<file path="src/rtl/seg_scan_6.sv">
// Time-multiplexed seven-segment driver: snapshots BCD digits on load and scans them one slot at a time.
// Outputs are registered (1 cycle behind idx/guard); each slot is 1 dark cycle then SCAN_DIV-1 lit cycles.
module seg_scan_6 #(
  parameter int NDIG           = 6,
  parameter int SCAN_DIV       = 50000,
  parameter int SEG_ACTIVE_LOW = 1,
  parameter int AN_ACTIVE_LOW  = 1
) (
  input  logic              clk,
  input  logic              rst,
  input  logic [4*NDIG-1:0] digits_in,
  input  logic              load,
  input  logic              blank_lz,
  input  logic [NDIG-1:0]   dp_mask,
  output logic [NDIG-1:0]   an,
  output logic [6:0]        seg,
  output logic              dp,
  output logic              frame_done
);

  localparam int PW = (SCAN_DIV > 1) ? $clog2(SCAN_DIV) : 1;
  localparam int IW = $clog2(NDIG);

  localparam logic [NDIG-1:0] AN_OFF  = {NDIG{AN_ACTIVE_LOW != 0}};
  localparam logic [6:0]      SEG_OFF = {7{SEG_ACTIVE_LOW != 0}};
  localparam logic            DP_OFF  = (SEG_ACTIVE_LOW != 0);

  logic [4*NDIG-1:0] snap_q, snap_d;
  logic [NDIG-1:0]   lz_q, lz_d, lz_new;
  logic [PW-1:0]     presc_q, presc_d;
  logic [IW-1:0]     idx_q, idx_d;
  logic              guard_q, guard_d;
  logic [NDIG-1:0]   an_q, an_d;
  logic [6:0]        seg_q, seg_d;
  logic              dp_q, dp_d;
  logic              fd_q, fd_d;
  logic              wrap;
  logic              zero_run;
  logic [3:0]        cur_digit;

  function automatic logic [6:0] decode(input logic [3:0] d);
    case (d)
      4'd0:    decode = 7'h3F;
      4'd1:    decode = 7'h06;
      4'd2:    decode = 7'h5B;
      4'd3:    decode = 7'h4F;
      4'd4:    decode = 7'h66;
      4'd5:    decode = 7'h6D;
      4'd6:    decode = 7'h7D;
      4'd7:    decode = 7'h07;
      4'd8:    decode = 7'h7F;
      4'd9:    decode = 7'h6F;
      default: decode = 7'h40;
    endcase
  endfunction

  // A digit is blanked only while every digit to its left is also zero.
  always_comb begin
    lz_new   = '0;
    zero_run = blank_lz;
    for (int k = NDIG - 1; k >= 1; k--) begin
      zero_run  = zero_run & (digits_in[4*k +: 4] == 4'd0);
      lz_new[k] = zero_run;
    end
  end

  always_comb begin
    snap_d  = load ? digits_in : snap_q;
    lz_d    = load ? lz_new : lz_q;
    wrap    = (presc_q == PW'(SCAN_DIV - 1));
    presc_d = wrap ? '0 : presc_q + 1'b1;
    idx_d   = idx_q;
    if (wrap) begin
      idx_d = (idx_q == IW'(NDIG - 1)) ? '0 : idx_q + 1'b1;
    end
    guard_d   = wrap;
    fd_d      = wrap && (idx_q == IW'(NDIG - 1));
    cur_digit = snap_q[{idx_q, 2'b00} +: 4];

    an_d  = AN_OFF;
    seg_d = SEG_OFF;
    dp_d  = DP_OFF;
    if (!guard_q) begin
      an_d  = (NDIG'(1) << idx_q) ^ AN_OFF;
      seg_d = lz_q[idx_q] ? SEG_OFF : (decode(cur_digit) ^ SEG_OFF);
      dp_d  = dp_mask[idx_q] ^ DP_OFF;
    end
  end

  always_ff @(posedge clk) begin
    if (!rst) begin
      snap_q  <= '0;
      lz_q    <= '0;
      presc_q <= '0;
      idx_q   <= '0;
      guard_q <= 1'b1;
      an_q    <= AN_OFF;
      seg_q   <= SEG_OFF;
      dp_q    <= DP_OFF;
      fd_q    <= 1'b0;
    end else begin
      snap_q  <= snap_d;
      lz_q    <= lz_d;
      presc_q <= presc_d;
      idx_q   <= idx_d;
      guard_q <= guard_d;
      an_q    <= an_d;
      seg_q   <= seg_d;
      dp_q    <= dp_d;
      fd_q    <= fd_d;
    end
  end

  assign an         = an_q;
  assign seg        = seg_q;
  assign dp         = dp_q;
  assign frame_done = fd_q;

endmodule

</file>
<file path="config.mk">
export PLATFORM = sky130hd
export DESIGN_NAME = seg_scan_6
export DESIGN_NICKNAME = d
export VERILOG_FILES = /design/src/rtl/seg_scan_6.sv
export SDC_FILE = /design/constraint.sdc
export NUM_CORES = 1
export LEC_CHECK = 0
export CAP_MARGIN = 0
export CORE_MARGIN = 2
export CORE_UTILIZATION = 57
export DETAILED_ROUTE_END_ITERATION = 10
export PLACE_DENSITY = 0.84
export SLEW_MARGIN = 10
export SYNTH_ARGS = -nofsm -noshare
export SYNTH_HDL_FRONTEND = slang
export SYNTH_SLANG_ARGS = --single-unit
</file>
<file path="constraint.sdc">
create_clock -name clk -period 3.5 [get_ports clk]
set_input_delay 0.35 -clock clk [delete_from_list [all_inputs] [get_ports clk]]
set_output_delay 0.35 -clock clk [all_outputs]
set_load 0.02 [all_outputs]
</file>
==> results.yml, run 1 <==
run_status:
  outcome: "completed"
power_and_ir_drop:
  swShare: 0.220
  p_total_mw: 1.65
  power_density_nw_per_um2: 447
  seqPwrFrac: 0.468
  p_int_mw: 1.28
  switchingPower_mw: 0.362
  p_leak_nw: 1.41
  p_clk_frac: 0.435
  pwr-share-comb: 0.096
  ir_worst_vdd_v: 0.000323
hold_path:
  hp-class: "reg -> reg"
  hp-start: "presc_q[0]$_SDFF_PP0_"
  hold_depth: 1
worst_setup_path:
  reg2reg_from: "idx_q[1]$_SDFFE_PN0P_"
  slowest_delay_ns: 0.76
  rr_worst_depth: 7
  cp-start-kind: "register"
  crit_start: "idx_q[1]$_SDFFE_PN0P_"
  crit_chain: "nand2b_1 -> o22ai_1 -> a21oi_2 -> inv_1 -> ha_1 -> a21boi_0 -> o21ai_1"
  critical_path_arrival_ns: 2.48
  critical_path.max_fanout: 17
  slowest_stage: "dfxtp_1"
  worstSetupPathType: "reg -> reg"
  required_ns: 3.71
  cp-end-kind: "register"
finish:
  fill_cells: 372
  register_area_um2: 1280
  utilization: 0.730
  area_growth_pct: 25.2
  multi_input_area_um2: 1550
  layout.nets: 382
  diodes: 0
  drive_gt1_frac: 0.0986
synth:
  synthFlopType: "dfxtp_1"
  synthCells: 291
  syn_area_um2: 2940
  synthMuxAreaShare: 0.156
  yosys_warnings: 0
  synth_cell_type_count: 49
  synth_edf_count: 0
  ys_ff_latch: 64
  async_flop_share: 0
  synth_top_family_by_area: "simple AND/OR/NAND/NOR gates"
  synth_compound_area_frac: 0.0681
  netlist.area_leader.share: 0.436
  yosys.area_share.simple: 0.226
  synth_xor_area_frac: 0.0447
  synthesis.nets: 333
  yosys-top-cells-area: "dfxtp_1 (44%), mux2i_1 (13%), nor2b_1 (5.5%), ha_1 (3.4%), nor2_1 (2.9%)"
  ys_seq_area_frac: 0.436
  avgSynthCellArea_um2: 10.1
  yosysTopAreaCell: "dfxtp_1"
  synthAdderAreaFrac: 0.0340
die:
  pin_count: 49
  die_w_um: 75.8
  initial_core_util: 0.583
  core_area_um2: 5040
  die_area_um2: 5750
  row_count: 26
  fp.dieH_um: 75.8
route:
  wl_per_cell_um: 14.5
  met2WireLength_um: 2850
  detail-route-antenna-nets: 0
  via_per_inst: 5.34
  dr_wl_met3_um: 203
  vias: 2216
  drc: 0
  initialDrtViolationCount: 60
  wl_met1_um: 2850
  drt_pass1_iterations: 4
  top_layer: "met4"
  wl_um: 6010
clock_network:
  cts_resized: 0
  postCtsHoldBufs: 0
  post-cts-setup-buffers: 0
  numClockSinks: 64
  tritoncts: "done"
  cts_buffers: 9
  ctsHtreeMaxLevel: 3
  insertion_delay_ns: 0.33
  cts_buffer_depth: 2
  clockRootBuffer: "clkbuf_8"
  clk_pin_slew_worst_paths_ns: 0.07
global_route:
  grt_use_total: 0.233
  overflow: 0
  grt_pass1_wl_um: 9950
  grt_pass1_vias: 2148
  antenna_found_initial: 0
  grt_max_degree: 34
timing:
  setup_viol: 0
  fin_skew_ns: 0.00263
  worst_slack_ns: 1.23
  maxSlewHeadroom: 0.548
  fin_crit_sh: 0.648
  report.final.hold_viol_count: 0
  period_needed_ns: 2.27
  setup_tns_ns: 0
  fmax_mhz: 441
  maxSlewViolCount: 0
  rsz0062_at_grt: "no"
  tightestPinTransition_ns: 0.677
placement:
  portBuffers: 48
  preCtsSetupSlack_ns: 1.27
  dpl.hpwl_um: 4380
  gp_congestion: 0.872
flow_run:
  maxCapViolations: 0
## cells in the mapped netlist, types with 2 or more instances
cell,number
nor2_1,23
a21boi_1,2
nand3b_1,2
nand3_1,15
mux4_2,2
buf_4,2
a21oi_2,2
ha_1,8
clkbuf_1,5
xnor2_1,8
nand4_1,4
and3_2,2
nand2b_1,6
mux2i_1,39
nor3_1,4
mux2_2,2
nor2b_1,26
o22ai_1,3
o21ai_1,3
buf_2,3
dfxtp_1,64
and2_1,2
o22a_1,3
nor3_2,2
nand2_1,12
a21boi_0,5
nor4_1,6
xor2_1,7
o21ai_0,3
inv_1,7
## cell families (layout without fill, tap and decap cells)
group / after synthesis / in the layout
simple gates: 114 / 114
flops: 64 / 64
mux: 43 / 43
compound gates: 27 / 27
buf+inv: 20 / 74
xor+xnor: 15 / 15
fa+ha+maj: 8 / 8
## placed cells by master (no fill, tap or decap), types with 3 or more instances in the layout
cell type	synthesis	layout
inv_1	7	7
mux2i_1	39	39
nand2_1	12	12
nor3_1	4	4
ha_1	8	8
nand3_1	15	15
xnor2_1	8	8
o21ai_1	3	3
xor2_1	7	7
o22ai_1	3	3
a21boi_0	5	5
nor4_1	6	6
nand4_1	4	4
o21ai_0	3	3
nand2b_1	6	6
nor2_1	23	23
buf_4	2	3
o22a_1	3	3
nor2b_1	26	26
clkdlybuf4s50_1	0	48
dfxtp_1	64	64
clkbuf_8	0	11
## per-layer routing
layer / track usage / vias up
met4: 0.129 / 0
met2: 0.366 / 48
li1: - / 1121
met1: 0.298 / 1034
met3: 0.0476 / 13
met5: 0 / -
## cell type report
type	count	share of cell area
well taps	70	0.0238
inverters	7	0.00714
clock inverters	5	0.0214
clock buffers	11	0.0411
flip-flops and latches	64	0.348
multi-input cells	207	0.422
repair buffers	51	0.137
## power groups by stage
stage | registers [mW] | logic [mW] | clock network [mW]
5_1_grt | 0.772 | 0.174 | 0.756
2_1_floorplan | 0.790 | 0.0796 | 0
3_5_place_dp | 0.786 | 0.158 | 0
3_3_place_gp | 0.786 | 0.155 | 0
6_report | 0.770 | 0.159 | 0.716
4_1_cts | 0.770 | 0.159 | 0.727
## metrics by stage
stage | hold slack [ns] | std cells | area (um^2)
after CTS | 0.483 | 415 | 3680
after global routing | 0.522 | 415 | 3680
after detailed placement | 0.468 | 399 | 3450
final | 0.478 | 415 | 3680
after global placement | 0.447 | 399 | 3450
after floorplan | 0.430 | 291 | 2940
## final timing paths
path	to	slack [ns]
hold / removal	presc_q[0]$_SDFF_PP0_	0.48
setup reg to reg	seg[2]$_SDFF_PP1_	1.23
setup / recovery	seg[2]$_SDFF_PP1_	1.23
hold reg to reg	presc_q[0]$_SDFF_PP0_	0.48
## sequential cells by signal, summed over array words and instances, names as in the netlist
signal / flops
idx_q: 3
presc_q: 16
snap_q: 24
guard_q: 1
an: 6
dp: 1
lz_q: 5
seg: 7
frame_done: 1
## worst max-delay path, delay by kind of cell (launching register included)
kind / cells / cell delay [ns]
simple gates: 1 / 0.30
flops: 1 / 0.76
compound gates: 4 / 0.71
buf+inv: 1 / 0.15
fa+ha+maj: 1 / 0.22
Note: power is estimated with default switching activity, not from simulation.
==> run 2, diff against run 1 <==
--- a/config.mk
+++ b/config.mk
@@ -7,9 +7,9 @@
 export LEC_CHECK = 0
 export CAP_MARGIN = 0
 export CORE_MARGIN = 2
-export CORE_UTILIZATION = 57
+export CORE_UTILIZATION = 48
 export DETAILED_ROUTE_END_ITERATION = 10
-export PLACE_DENSITY = 0.84
+export PLACE_DENSITY = 0.75
 export SLEW_MARGIN = 10
 export SYNTH_ARGS = -nofsm -noshare
 export SYNTH_HDL_FRONTEND = slang
==> constraint.sdc (replaced) <==
create_clock -name clk -period 2 [get_ports clk]
set_input_delay 0.2 -clock clk [delete_from_list [all_inputs] [get_ports clk]]
set_output_delay 0.2 -clock clk [all_outputs]
set_load 0.02 [all_outputs]
==> run 2 against run 1 <==
Net effect:
- utilization down 10 points
- sequential cell count unchanged
- worst setup slack worse by 1.1 ns
- non-clock buffer count up 6
- global-route usage down 3.7 points
- power up 65%
- die area up 18%
- combinational power up 83%
- fmax up 23%
- critical path depth unchanged
- routed wire length up 1.4%
- clock skew up 0.0076 ns
- critical path type unchanged
- critical endpoint is now seg[3]$_SDFF_PP1_
==> results.yml, run 2 (same netlist as run 1, synthesis figures left out) <==
run_status:
  outcome: "completed"
clock_network:
  cts_buffer_depth: 2
  tritoncts: "done"
  clk_pin_slew_worst_paths_ns: 0.07
  cts_buffers: 9
  clockRootBuffer: "clkbuf_8"
  numClockSinks: 64
  insertion_delay_ns: 0.34
  ctsHtreeMaxLevel: 3
die:
  row_count: 28
  pin_count: 49
  die_area_um2: 6770
  die_w_um: 82.3
  initial_core_util: 0.497
  core_area_um2: 5920
  fp.dieH_um: 82.3
route:
  vias: 2235
  detail-route-antenna-nets: 0
  wl_per_cell_um: 14.3
  via_per_inst: 5.26
  initialDrtViolationCount: 71
  wl_um: 6090
  drc: 0
  drt_pass1_iterations: 4
timing:
  tightestPinTransition_ns: 0.567
  fin_crit_sh: 0.923
  maxSlewHeadroom: 0.621
  rsz0062_at_grt: "no"
  setup_viol: 0
  maxSlewViolCount: 0
  fmax_mhz: 542
  fin_skew_ns: 0.0102
  report.final.hold_viol_count: 0
  period_needed_ns: 1.85
global_route:
  grt_use_total: 0.196
  grt_pass1_vias: 2115
  antenna_found_initial: 0
  grt_pass1_wl_um: 9920
  grt_max_degree: 36
  overflow: 0
placement:
  dpl.hpwl_um: 4310
  place_area_um2: 3510
  gp_congestion: 0.779
  portBuffers: 48
finish:
  fill_cells: 488
  largest_reg_flops: 24
  final_area_um2: 3730
  multi_input_area_um2: 1570
  layout_commonest_cell: "dfxtp_1"
  register_area_um2: 1280
  diodes: 0
  top_register: "snap_q"
  drive_gt1_frac: 0.120
  most-common-layout-cells: "dfxtp_1 (62), clkdlybuf4s50_1 (48), mux2i_1 (38), nor2b_1 (26), nor2_1 (23)"
  utilization: 0.630
  layout.nets: 388
  area_growth_pct: 26.9
worst_setup_path:
  critical_path_arrival_ns: 2.08
  cp-end-kind: "register"
  cp-start-kind: "register"
  critical_path.max_fanout: 4
  required_ns: 2.23
  worstSetupPathType: "reg -> reg"
hold_path:
  hp-class: "reg -> reg"
power_and_ir_drop:
  ir_worst_vdd_v: 0.000526
  power_density_nw_per_um2: 726
  p_leak_nw: 1.43
flow_run:
  maxCapViolations: 0
-- run 2: cell count changes in the layout (fill, tap and decap cells not counted) --
cell / previous run / this run
clkinv_4: 1 / 0
clkbuf_1: 0 / 1
a21oi_1: 1 / 0
dfxtp_2: 0 / 2
mux2i_1: 39 / 38
clkbuf_8: 11 / 10
buf_4: 3 / 7
a21oi_4: 1 / 2
clkinv_2: 2 / 3
bufinv_16: 2 / 1
buf_12: 0 / 2
dfxtp_1: 64 / 62
mux2i_2: 0 / 1
-- run 2: critical path: stages, from the launching register on --
cell and delay, ns:
dfxtp_2 0.37, mux4_2 0.54, a21oi_4 0.22, inv_1 0.11
ha_1 0.20, inv_1 0.05, mux2i_1 0.08, o22a_1 0.18
-- run 2: stage by stage --
step / hold slack [ns] / power (mW) / setup TNS [ns] / setup slack, ns / std cells
final: 0.475 / 2.71 / 0 / 0.154 / 425
after global routing: 0.500 / 2.83 / 0 / 0.00440 / 425
after CTS: 0.473 / 2.72 / 0 / 0.0472 / 425
after detailed placement: 0.457 / 1.66 / -0.0158 / -0.0158 / 408
after global placement: 0.445 / 1.66 / 0 / 0.112 / 408
after floorplan: 0.353 / 1.52 / 0 / 0.0276 / 291
-- run 2: power by group --
group | internal (mW) | leakage (nW) | switching (mW)
clock | 0.596 | 0.0989 | 0.476
sequential | 1.32 | 0.525 | 0.0252
combinational | 0.166 | 0.808 | 0.125
total | 2.08 | 1.43 | 0.626
-- run 2: area by class of cell --
cell class	count	area share
multi-input cells	207	0.420
flip-flops and latches	64	0.344
repair buffers	57	0.154
clock buffers	11	0.0379
well taps	75	0.0251
clock inverters	4	0.0121
inverters	7	0.00704
-- run 2: what timing repair did --
item | in CTS | in global routing
gates resized for setup | 0 | 6
hold buffers | 0 | 0
setup endpoints to repair | 1 | 7
buffers inserted | 2 | 0
-- run 2: worst paths after layout --
kind / cells past startpoint / start / slack [ns] / to
max reg2reg: 7 / idx_q[0]$_SDFFE_PN0P_ / 0.15 / seg[3]$_SDFF_PP1_
min reg2reg: 1 / presc_q[0]$_SDFF_PP0_ / 0.47 / presc_q[0]$_SDFF_PP0_
min: 1 / presc_q[0]$_SDFF_PP0_ / 0.47 / presc_q[0]$_SDFF_PP0_
max: 7 / idx_q[0]$_SDFFE_PN0P_ / 0.15 / seg[3]$_SDFF_PP1_
-- run 2: routing by layer --
| layer | global-route usage | share of wire | wire length (um) |
|---|---|---|---|
| met4 | 0.0800 | 0.015 | 93 |
| met3 | 0.0587 | 0.051 | 311 |
| met5 | 0 | 0 | 0 |
| met2 | 0.299 | 0.45 | 2750 |
| met1 | 0.258 | 0.48 | 2940 |
